<file path="config.mk">
export PLATFORM = sky130hd
export DESIGN_NAME = timing_sequencer_flat
export DESIGN_NICKNAME = d
export VERILOG_FILES = /design/src/rtl/timing_sequencer_if.sv /design/src/rtl/timing_sequencer.sv /design/src/flat_wrapper.sv
export SDC_FILE = /design/constraint.sdc
export NUM_CORES = 1
export LEC_CHECK = 0
export ABC_AREA = 1
export BUFFER_PORTS_ARGS = -buffer_cell sky130_fd_sc_hd__buf_2
export CAP_MARGIN = 40
export CORE_MARGIN = 2
export CORE_UTILIZATION = 42
export CTS_CLUSTER_DIAMETER = 200
export DETAILED_ROUTE_END_ITERATION = 8
export PLACE_DENSITY = 0.73
export SYNTH_ARGS = -nofsm -noshare
export SYNTH_HDL_FRONTEND = slang
export SYNTH_SLANG_ARGS = --single-unit
</file>
<file path="constraint.sdc">
create_clock -name phi2 -period 1.12 [get_ports phi2]
set_clock_uncertainty 0.05 [all_clocks]
set_input_delay 0.168 -clock phi2 [delete_from_list [all_inputs] [get_ports phi2]]
set_output_delay 0.168 -clock phi2 [all_outputs]
set_load 0.01 [all_outputs]
</file>
<file path="src/rtl/timing_sequencer_if.sv">
// timing_sequencer_if
//  Bundles the sequencer's bus and control signals.
//  slave  : the timing sequencer itself (consumes control inputs, drives T/OP state)
//  master : the environment / control decoder side (drives inputs, reads state)
//  Inputs to sequencer : rdy, dataIn, lastCycle, skip, nmiPend, irqPend, iFlag
//  Outputs of sequencer: T, OP, prevOP, activeInt, sync, nmiAck, badSeq
interface timing_sequencer_if;
  logic       rdy;
  logic [7:0] dataIn;
  logic       lastCycle;
  logic       skip;
  logic       nmiPend;
  logic       irqPend;
  logic       iFlag;
  logic [6:0] T;
  logic [7:0] OP;
  logic [7:0] prevOP;
  logic [2:0] activeInt;
  logic       sync;
  logic       nmiAck;
  logic       badSeq;

  modport slave (
    input  rdy, dataIn, lastCycle, skip, nmiPend, irqPend, iFlag,
    output T, OP, prevOP, activeInt, sync, nmiAck, badSeq
  );

  modport master (
    output rdy, dataIn, lastCycle, skip, nmiPend, irqPend, iFlag,
    input  T, OP, prevOP, activeInt, sync, nmiAck, badSeq
  );
endinterface

</file>
<file path="src/rtl/timing_sequencer.sv">
// timing_sequencer
//  Instruction timing front end for the 6502C core. Produces the one-hot T-state
//  vector, latches the opcode at fetch, keeps the previous opcode for deferred T2
//  write-back, and injects BRK for reset/NMI/IRQ entry.
//  Ports:
//   phi2 : core clock, all state changes on its rising edge
//   RES  : synchronous active-low reset
//   bus  : timing_sequencer_if.slave (rdy, dataIn, lastCycle, skip, nmiPend,
//          irqPend, iFlag in; T, OP, prevOP, activeInt, sync, nmiAck, badSeq out)
module timing_sequencer #(
  parameter logic [7:0] BRK_OP  = 8'h00,
  parameter logic [7:0] IDLE_OP = 8'hEA
) (
  input logic                 phi2,
  input logic                 RES,
  timing_sequencer_if.slave   bus
);

  localparam logic [6:0] T0 = 7'b0000001;
  localparam logic [6:0] T1 = 7'b0000010;
  localparam logic [6:0] T2 = 7'b0000100;

  localparam logic [2:0] INT_NONE = 3'b000;
  localparam logic [2:0] INT_IRQ  = 3'b001;
  localparam logic [2:0] INT_NMI  = 3'b010;
  localparam logic [2:0] INT_RST  = 3'b100;

  // Opcode fetch is the only cycle with sync high; decoded straight from T.
  assign bus.sync = bus.T[1];

  // Sequencing register. Priority inside an enabled edge: leaving T0/T1 always goes
  // to T2 (lastCycle/skip ignored there), then lastCycle, then skip (only from T2..T4),
  // then T6 overrun recovery, then plain advance. The pulse outputs default low each
  // edge so they last exactly one cycle and stay low while frozen by rdy.
  always_ff @(posedge phi2) begin
    if (!RES) begin
      bus.T         <= T0;
      bus.OP        <= BRK_OP;
      bus.prevOP    <= IDLE_OP;
      bus.activeInt <= INT_RST;
      bus.nmiAck    <= 1'b0;
      bus.badSeq    <= 1'b0;
    end else begin
      bus.nmiAck <= 1'b0;
      bus.badSeq <= 1'b0;
      if (bus.rdy) begin
        if (bus.T[0]) begin
          // Reset vector sequence runs as a BRK; OP and activeInt already set.
          bus.T <= T2;
        end else if (bus.T[1]) begin
          bus.T      <= T2;
          bus.prevOP <= bus.OP;
          if (bus.nmiPend) begin
            bus.OP        <= BRK_OP;
            bus.activeInt <= INT_NMI;
            bus.nmiAck    <= 1'b1;
          end else if (bus.irqPend && !bus.iFlag) begin
            bus.OP        <= BRK_OP;
            bus.activeInt <= INT_IRQ;
          end else begin
            bus.OP        <= bus.dataIn;
            bus.activeInt <= INT_NONE;
          end
        end else if (bus.lastCycle) begin
          bus.T         <= T1;
          bus.activeInt <= INT_NONE;
        end else if (bus.skip && (bus.T[6:5] == 2'b00)) begin
          bus.T <= bus.T << 2;
        end else if (bus.T[6]) begin
          // Ran past T6 without the decoder ending the instruction: recover to fetch.
          bus.T      <= T1;
          bus.badSeq <= 1'b1;
        end else begin
          bus.T <= bus.T << 1;
        end
      end
    end
  end

endmodule

</file>
<file path="src/flat_wrapper.sv">
// flat-port wrapper written by rule: the top's interface ports become plain ports
module timing_sequencer_flat 
#(
  parameter logic [7:0] BRK_OP  = 8'h00,
  parameter logic [7:0] IDLE_OP = 8'hEA
)
  (phi2, RES, bus_rdy, bus_dataIn, bus_lastCycle, bus_skip, bus_nmiPend, bus_irqPend, bus_iFlag, bus_T, bus_OP, bus_prevOP, bus_activeInt, bus_sync, bus_nmiAck, bus_badSeq);
  timing_sequencer_if bus_i ();
  input logic phi2;
  input logic RES;
  input wire logic [$bits(bus_i.rdy)-1:0] bus_rdy;
  input wire logic [$bits(bus_i.dataIn)-1:0] bus_dataIn;
  input wire logic [$bits(bus_i.lastCycle)-1:0] bus_lastCycle;
  input wire logic [$bits(bus_i.skip)-1:0] bus_skip;
  input wire logic [$bits(bus_i.nmiPend)-1:0] bus_nmiPend;
  input wire logic [$bits(bus_i.irqPend)-1:0] bus_irqPend;
  input wire logic [$bits(bus_i.iFlag)-1:0] bus_iFlag;
  output wire logic [$bits(bus_i.T)-1:0] bus_T;
  output wire logic [$bits(bus_i.OP)-1:0] bus_OP;
  output wire logic [$bits(bus_i.prevOP)-1:0] bus_prevOP;
  output wire logic [$bits(bus_i.activeInt)-1:0] bus_activeInt;
  output wire logic [$bits(bus_i.sync)-1:0] bus_sync;
  output wire logic [$bits(bus_i.nmiAck)-1:0] bus_nmiAck;
  output wire logic [$bits(bus_i.badSeq)-1:0] bus_badSeq;
  assign bus_i.rdy = bus_rdy;
  assign bus_i.dataIn = bus_dataIn;
  assign bus_i.lastCycle = bus_lastCycle;
  assign bus_i.skip = bus_skip;
  assign bus_i.nmiPend = bus_nmiPend;
  assign bus_i.irqPend = bus_irqPend;
  assign bus_i.iFlag = bus_iFlag;
  assign bus_T = bus_i.T;
  assign bus_OP = bus_i.OP;
  assign bus_prevOP = bus_i.prevOP;
  assign bus_activeInt = bus_i.activeInt;
  assign bus_sync = bus_i.sync;
  assign bus_nmiAck = bus_i.nmiAck;
  assign bus_badSeq = bus_i.badSeq;
  timing_sequencer #(.BRK_OP(BRK_OP), .IDLE_OP(IDLE_OP)) u_core (.phi2(phi2), .RES(RES), .bus(bus_i));
endmodule
</file>
==> reports/metrics.cfg, run 1 <==
[outcome]
outcome = finished with violations
violations = setup timing

[yosys]
synth-seq-cells = 28
synth_warnings = 0
synth_cells = 158
synth_area_mm2 = 0.00116
syn_nets = 174
synth.distinct_cells = 23
syn_avg_cell_area_um2 = 7.37
synth.yosys.seq_area_share_pct = 48.1

[timing]
relSlewSlack_pct = 80.1
rsz0062_at_grt = yes
worst_slew_pin_slew_ps = 296
layout_min_cycle_time_ps = 1130
hold_viol = 0
final-setup-viol-count = 1
max_freq_mhz = 887
post-route-period-util_pct = 101
timing.final.max_slew_violations = 0
setup_slack_ps = -7.76

[layout]
diodes = 0
post_layout_nonfiller_instances = 239
final_core_util_pct = 56.9
most-common-layout-cells = buf_2 (43), nand2_1 (41), nor2_1 (28), dfxtp_1 (19)
drive_gt1_share_pct = 37.0
fin_nets = 225
layout_commonest_cell = buf_2
area_growth_pct = 31.1

[floorplan]
die_h_um = 56.7
initial_utilization_pct = 43.4
die_area_mm2 = 0.00321
pin_count = 45
die_x_um = 56.7
rows = 19
core_mm2 = 0.00269

[pwr]
intPower_mw = 1.45
power_frac_comb_pct = 9.7
sw_frac_of_total_pct = 22.8
p_leak_nw = 0.819
peakVddDrop_v = 0.00122
p_total_mw = 1.87
p_sw_mw = 0.426
power_density_mw_per_mm2 = 1230
p_clk_share_pct = 35.6
seqPwrFrac_pct = 54.7

[setup_path]
crit_path_end_kind = register
crit_path_start = u_core.bus.T[1]$_SDFFE_PN0P_
worst-setup-path-type = reg -> reg
r2r_cells = 5
regToRegSetupSlack_ps = -8
required_ps = 1330
worstReg2RegStart = u_core.bus.T[1]$_SDFFE_PN0P_
crit_end = u_core.bus.activeInt[0]$_SDFFE_PN0P_
arrival_ps = 1340
start_kind = register
timing.rr.end = u_core.bus.activeInt[0]$_SDFFE_PN0P_
crit_fanout = 5

[detailed_routing]
initialDrtViolationCount = 31
drc = 0
antenna_left = 0
drt-vias-per-instance = 4.74
dr.pass1.iters = 4
wirelength_um = 2650
vias = 1134
wl_per_cell_um = 11.1

[placed_design]
place_congestion = 0.868
portBuffers = 44
dp_hpwl_um = 1860
dp.cells = 232

[grt]
grt_overflow = 0
grt_pass1_vias = 1019
grt_use_total_pct = 17.5
met2_usage_pct = 29.7
grt_max_degree = 18
grtUsageMet1_pct = 21.2
grt_pass1_wl_um = 4440
grt_busiest_layer = met2
grt_use_met3_pct = 5.53
antenna_found_initial = 0

[clock_network]
holdBufCountCts = 0
cts_num_sinks = 28
cts.reportedPaths.clkPinSlew_ps = 160
cts_max_level = 1
ctsLongestPathBuffers = 2
clk_latency_ps = 340
tritoncts = done
cts_root_buf = clkbuf_4
cts_made_buffers = 3

[hold_path]
hold_class = in -> reg

[flow_run]
cap_violations = 0

-- how the worst min path moves through the flow --
stage	to	cells past startpoint	startpoint	slack (ps)
floorplan	u_core.bus.T[0]$_SDFFE_PN1P_	1	bus_rdy	230
global placement	u_core.bus.activeInt[2]$_SDFFE_PN1P_	2	u_core.bus.activeInt[2]$_SDFFE_PN1P_	380
detailed placement	u_core.bus.activeInt[2]$_SDFFE_PN1P_	2	u_core.bus.activeInt[2]$_SDFFE_PN1P_	390
CTS	u_core.bus.nmiAck$_SDFF_PP0_	3	bus_nmiPend	30
global route	u_core.bus.activeInt[1]$_SDFFE_PN0P_	3	bus_nmiPend	50
finish	u_core.bus.nmiAck$_SDFF_PP0_	3	bus_nmiPend	30
-- layout make-up --
cell class,count,area (um2)
Clock buffer,3,22.5
Clock inverter,1,30.0
Fill cell,266,1160
Inverter,14,56.3
Multi-Input combinational cell,113,546
Sequential cell,28,574
Tap cell,31,38.8
Timing Repair Buffer,49,260
-- worst max-delay path: stages (launching register included) --
cell	delay, ps
dfxtp_4	400
clkinvlp_4	190
nand2_2	180
nand2_2	90
nand2_1	100
a21oi_2	50
-- cell usage after synthesis, drive strengths merged --
cell,n,share of area [%]
nand2,45,15
nor2,31,12
dfxtp,28,48
inv,13,4.2
o21ai,13,5.6
nand3,11,5.2
a21oi,6,2.9
buf,3,2.9
clkbuf,2,0.64
or2,2,1.1
and3,1,0.54
clkinv,1,0.32
nor4,1,0.54
o211ai,1,1.1
-- power by group through the flow --
stage	Sequential (mW)	Clock [mW]	Combinational [mW]
final	1.02	0.667	0.182
after global routing	1.03	0.706	0.204
after CTS	1.02	0.682	0.175
after detailed placement	1.05	0	0.166
after global placement	1.04	0	0.165
after floorplan	1.05	0	0.0871
-- registers in the layout (all words and copies together), names as in the netlist --
name                  count
u_core.bus.badSeq         1
u_core.bus.prevOP         8
u_core.bus.T              7
u_core.bus.activeInt      3
u_core.bus.OP             8
u_core.bus.nmiAck         1
-- metal layers --
layer / vias up / share of wire [%]
li1: 599 / -
met1: 495 / 45
met2: 38 / 46
met3: 2 / 7.7
met4: 0 / 0.87
met5: - / 0
-- cells by family after synthesis --
| group | count (synthesis) | synth area share, % |
|---|---|---|
| AO/OA/AOI/OAI | 20 | 9.56 |
| flip-flops | 28 | 48.1 |
| AND/OR/NAND/NOR | 91 | 34.3 |
| buffers and inverters | 19 | 8.05 |
-- per-stage QoR --
stage	setup WS (ps)	area, um2	setup TNS, ps	hold slack [ps]
global route	-74.6	1530	-814	46.7
global placement	37.5	1410	0	381
CTS	-12.9	1500	-29.7	26.3
finish	-7.76	1530	-7.76	32.8
floorplan	30.7	1170	0	230
detailed placement	9.12	1410	0	385
-- what timing repair did --
item	in CTS	in global routing
resized for setup	5	12
setup endpoints to repair	6	33
pin swaps	3	2
cloned	2	0
buffers inserted	0	1
No activity file was read; power rests on OpenSTA's default activity.
==> run 2, diff against run 1 <==
Settings changed: CORE_UTILIZATION 42 to 43, PLACE_DENSITY 0.73 to 0.72.
Clock period 1.12 ns to 1.1 ns, I/O delays scaled along.
==> reports/metrics.cfg, run 2 (synthesis results as in run 1) <==
[setup_path]
path_cells = buf_6, buf_6
critPathTopFamily = flip-flops
r2r_cells = 5  ; unchanged
worst-setup-path-type = reg -> out
crit_path_frequent_cell = buf_6
slowest_delay_ps = 370  ; -30 ps
timing.rr.end = u_core.bus.T[5]$_SDFFE_PN0P_
crit_path_end_kind = output port
start_kind = register
arrival_ps = 910  ; -430 ps
crit_fanout = 3  ; -2
cp_slowest_cell = dfxtp_2
regToRegSetupSlack_ps = 10  ; +20 ps
worstReg2RegStart = u_core.bus.T[1]$_SDFFE_PN0P_
required_ps = 880  ; -450 ps
cp_num_buf_inv = 2  ; +1

[clock_network]
cts_num_sinks = 28  ; unchanged
cts_root_buf = clkbuf_4
tritoncts = done
cts.reportedPaths.clkPinSlew_ps = 140  ; -20 ps
clk_latency_ps = 320  ; -20 ps
ctsLongestPathBuffers = 2  ; unchanged
cts_max_level = 1  ; unchanged
cts_made_buffers = 3  ; unchanged

[detailed_routing]
vias = 1136  ; +0.18%
initialDrtViolationCount = 19  ; -39%
drt-vias-per-instance = 4.79  ; +1.0%
dr.pass1.iters = 4  ; unchanged
wirelength_um = 2710  ; +2.3%
antenna_left = 0  ; unchanged
wl_per_cell_um = 11.5  ; +3.2%
drc = 0  ; unchanged

[grt]
grt_pass1_vias = 1096  ; +7.6%
grt_use_total_pct = 17.2  ; -0.32 points
antenna_found_initial = 0  ; unchanged
grt_max_degree = 19  ; +1
grt_overflow = 0  ; unchanged
grt_pass1_wl_um = 4450  ; +0.32%

[floorplan]
rows = 18  ; -1
pin_count = 45  ; unchanged
initial_utilization_pct = 46.2  ; +2.8 points
die_area_mm2 = 0.00314  ; -2.2%
die_x_um = 56.0  ; -1.1%
die_h_um = 56.0  ; -1.1%
core_mm2 = 0.00252  ; -6.1%

[placed_design]
portBuffers = 44  ; unchanged
place_area_mm2 = 0.00141  ; about the same
dp_hpwl_um = 1920  ; +3.6%
place_congestion = 0.699  ; -19%

[pwr]
power_density_mw_per_mm2 = 1090  ; -11%
peakVddDrop_v = 0.000706  ; -42%
p_leak_nw = 0.807  ; -1.5%

[timing]
final-setup-viol-count = 2  ; +1
worst_slew_pin_slew_ps = 285  ; -10.9 ps
tns_ps = -55.1  ; -47.3 ps
max_freq_mhz = 887
timing.final.max_slew_violations = 0  ; unchanged
setup_slack_ps = -27.6  ; -19.9 ps
relSlewSlack_pct = 80.9  ; +0.74 points
post-route-period-util_pct = 103
layout_min_cycle_time_ps = 1130
hold_viol = 0  ; unchanged
rsz0062_at_grt = yes

[hold_path]
holdPathStages = 3  ; unchanged
min-delay-start = bus_nmiPend
min_to = u_core.bus.nmiAck$_SDFF_PP0_
hold_class = in -> reg

[layout]
reg_top3 = u_core.bus.OP: 8 flops, u_core.bus.prevOP: 8 flops, u_core.bus.T: 7 flops
drive_gt1_share_pct = 36.2  ; -0.79 points
diodes = 0  ; unchanged
fin_nets = 225  ; unchanged
regArea_um2 = 571  ; -0.65%
multiInputGateArea_um2 = 553  ; +1.4%
area_growth_pct = 30.5
fillerInstances = 255  ; -4.1%
design_area_mm2 = 0.00152  ; -0.49%
most-common-layout-cells = nand2_1 (42), buf_2 (42), nor2_1 (27), dfxtp_1 (20)

[outcome]
outcome = finished with violations
violations = setup timing

[flow_run]
cap_violations = 0  ; unchanged

## run 2: where the power goes
group	internal [mW]	total, mW	switching, mW
clock	0.128	0.411	0.282
combinational	0.0782	0.194	0.116
sequential	1.03	1.04	0.0130
total	1.24	1.65	0.412
## run 2: timing repair
action / CTS / global route
buffers inserted: 2 / 0
setup endpoints to repair: 7 / 18
gates cloned: 0 / 1
hold buffers: 0 / 0
hold endpoints to repair: 0 / 0
resized for setup: 8 / 11
pin swaps: 0 / 1
## run 2: worst reg2reg max path: stages, from the launching register on
cell and delay (ps):
dfxtp_2 370, inv_2 140, nand2_2 110, nor2_4 130
nand3_1 90, a21oi_1 130
## run 2: layout make-up
cell class	count	area share, %
flip-flops and latches	28	37.5
clock buffers	3	1.48
inverters	14	3.62
repair buffers	50	18.5
multi-input cells	112	36.4
well taps	30	2.47
## run 2: metrics by stage
step | total power [mW] | hold WS [ps] | cells | util (%) | worst slack [ps]
floorplan | 1.16 | 227 | 158 | - | 10.7
detailed placement | 1.23 | 380 | 231 | 56.0 | -19.1
CTS | 1.66 | 47.3 | 236 | 58.6 | -39.7
global placement | 1.23 | 377 | 231 | 56.0 | 17.2
finish | 1.65 | 66.6 | 237 | 60.3 | -27.6
global route | 1.73 | 64.1 | 237 | 60.3 | -75.4
## run 2: worst max-delay path by stage
stage                                 start                             to  slack [ps]  depth (start not counted)
6_report       u_core.bus.T[1]$_SDFFE_PN0P_                       bus_T[1]         -30                          2
5_1_grt        u_core.bus.T[1]$_SDFFE_PN0P_                       bus_sync         -80                          2
4_1_cts        u_core.bus.T[1]$_SDFFE_PN0P_                       bus_sync         -40                          2
3_5_place_dp   u_core.bus.T[0]$_SDFFE_PN1P_  u_core.bus.OP[0]$_SDFFE_PN0P_         -20                          6
3_3_place_gp   u_core.bus.T[1]$_SDFFE_PN0P_   u_core.bus.T[4]$_SDFFE_PN0P_          20                          5
2_1_floorplan  u_core.bus.T[0]$_SDFFE_PN1P_  u_core.bus.OP[6]$_SDFFE_PN0P_          10                          6
## run 2: per-layer routing
| metal | vias to the layer above | GRT usage (%) | part of all wire [%] | routed length [um] |
|---|---|---|---|---|
| li1 | 600 | - | - | - |
| met1 | 504 | 21.7 | 44 | 1190 |
| met2 | 30 | 29.7 | 51 | 1380 |
| met3 | 2 | 2.33 | 4.4 | 119 |
| met4 | 0 | 6.46 | 0.59 | 16 |
| met5 | - | 0 | 0 | 0 |
==> run 3, diff against run 2 <==
Settings changed: CORE_UTILIZATION 43 to 45, MAX_ROUTING_LAYER set to met4, PLACE_DENSITY 0.72 to 0.75.
==> reports/metrics.cfg, run 3 (synthesis results as in run 1) <==
[clock_network]
cts_made_buffers = 3  ; unchanged
tritoncts = done
cts_max_level = 1  ; unchanged
cts.reportedPaths.clkPinSlew_ps = 150  ; about the same
holdBufCountCts = 0  ; unchanged
cts_num_sinks = 28  ; unchanged
clk_latency_ps = 330  ; about the same
cts_root_buf = clkbuf_4
ctsLongestPathBuffers = 2  ; unchanged

[setup_path]
crit_fanout = 3  ; unchanged
path_cells = buf_6, buf_6
arrival_ps = 930  ; +20 ps
critPathTopFamily = flip-flops
required_ps = 880  ; about the same
crit_path_start = u_core.bus.T[1]$_SDFFE_PN0P_
cp_slowest_cell = dfxtp_2
crit_path_frequent_cell = buf_6
start_kind = register
worst-setup-path-type = reg -> out
crit_path_end_kind = output port
slowest_delay_ps = 370  ; about the same
worstReg2RegStart = u_core.bus.T[1]$_SDFFE_PN0P_
cp_num_buf_inv = 2  ; unchanged

[grt]
grt_max_degree = 19  ; unchanged
antenna_found_initial = 0  ; unchanged
grt_pass1_wl_um = 4340  ; -2.5%
grt_overflow = 0  ; unchanged
grt_use_total_pct = 21.2  ; +4.0 points
grt_pass1_vias = 1036  ; -5.5%

[floorplan]
die_area_mm2 = 0.00301  ; -4.1%
rows = 18  ; unchanged
pin_count = 45  ; unchanged
core_mm2 = 0.00245  ; -2.7%
initial_utilization_pct = 47.5  ; +1.3 points
die_h_um = 54.9  ; -2.1%
die_x_um = 54.9  ; -2.1%

[placed_design]
dp_hpwl_um = 2080  ; +8.3%
pre_cts_slack_ps = -30.8  ; -11.7 ps
place_congestion = 0.865  ; +24%
place_area_mm2 = 0.00143  ; +0.89%
dp.cells = 231  ; unchanged
portBuffers = 44  ; unchanged

[hold_path]
hold_class = in -> reg
min-delay-start = bus_nmiPend

[detailed_routing]
wl_per_cell_um = 12.0  ; +4.6%
drc = 0  ; unchanged
vias = 1161  ; +2.2%
initialDrtViolationCount = 32  ; +13
antenna_left = 0  ; unchanged
drt-vias-per-instance = 4.88  ; +1.8%
wirelength_um = 2850  ; +5.0%
dr.pass1.iters = 4  ; unchanged

[outcome]
outcome = finished with violations
violations = setup timing

[timing]
setup_slack_ps = -46.0  ; -18.4 ps
tns_ps = -90.8  ; -35.8 ps
max_freq_mhz = 873  ; -1.6%
worst_slew_pin_slew_ps = 236  ; -48.7 ps
post-route-period-util_pct = 104  ; +1.7 points
hold_viol = 0  ; unchanged
rsz0062_at_grt = yes
relSlewSlack_pct = 84.2  ; +3.3 points
layout_min_cycle_time_ps = 1150  ; +18.4 ps
timing.hold.ws_ps = 44.0  ; -22.6 ps
final-setup-viol-count = 2  ; unchanged
timing.final.max_slew_violations = 0  ; unchanged

[layout]
final_core_util_pct = 62.5  ; +2.3 points
design_area_mm2 = 0.00154  ; +0.99%
diodes = 0  ; unchanged
most-common-layout-cells = nand2_1 (42), buf_2 (41), nor2_1 (27), dfxtp_1 (18)
reg_top3 = u_core.bus.OP: 8 flops, u_core.bus.prevOP: 8 flops, u_core.bus.T: 7 flops
layout_commonest_cell = nand2_1
post_layout_nonfiller_instances = 238  ; +0.42%
fin_nets = 225  ; unchanged
area_growth_pct = 31.8
drive_gt1_share_pct = 38.0  ; +1.7 points

[pwr]
p_leak_nw = 0.825  ; +2.3%
p_total_mw = 1.74  ; +5.7%
power_density_mw_per_mm2 = 1140  ; +4.6%
peakVddDrop_v = 0.000755  ; +6.9%

[flow_run]
cap_violations = 0  ; unchanged

run 3: worst paths after layout:
kind                            depth (start not counted)  slack [ps]                                   end
worst max-delay path                                    2         -50                              bus_T[1]
worst min-delay path                                    3          40          u_core.bus.nmiAck$_SDFF_PP0_
worst max register to register                          5           0          u_core.bus.T[4]$_SDFFE_PN0P_
worst min register to register                          2         420  u_core.bus.activeInt[2]$_SDFFE_PN1P_
run 3: timing repair:
| item | CTS | global route |
|---|---|---|
| endpoints found under the setup margin | 11 | 22 |
| cloned | 0 | 1 |
| pin swaps | 0 | 2 |
| resized for setup | 9 | 11 |
| setup buffers | 2 | 0 |
run 3: cell type report:
class | count | area, um2
Sequential cell | 28 | 573
Timing Repair Buffer | 50 | 297
Clock buffer | 4 | 36.3
Fill cell | 231 | 920
Multi-Input combinational cell | 112 | 539
Tap cell | 30 | 37.5
Inverter | 14 | 52.6
run 3: layer usage:
metal  track usage (%)  routed length, um  vias to the layer above  share of wire, %
met5                 -                  0                        -                 0
met4              12.1                 51                        0               1.8
met3              3.55                191                        4               6.7
met2              36.3               1440                       36                51
met1              23.0               1160                      523                41
li1                  -                  -                      598                 -
run 3: worst min-delay path, cell delays in order:
cell and delay (ps):
buf_2 110, nand2_1 80, nor2_1 40
run 3: power by group:
part           internal [mW]  switching [mW]
logic                 0.0817           0.116
registers               1.03          0.0117
clock network          0.203           0.300
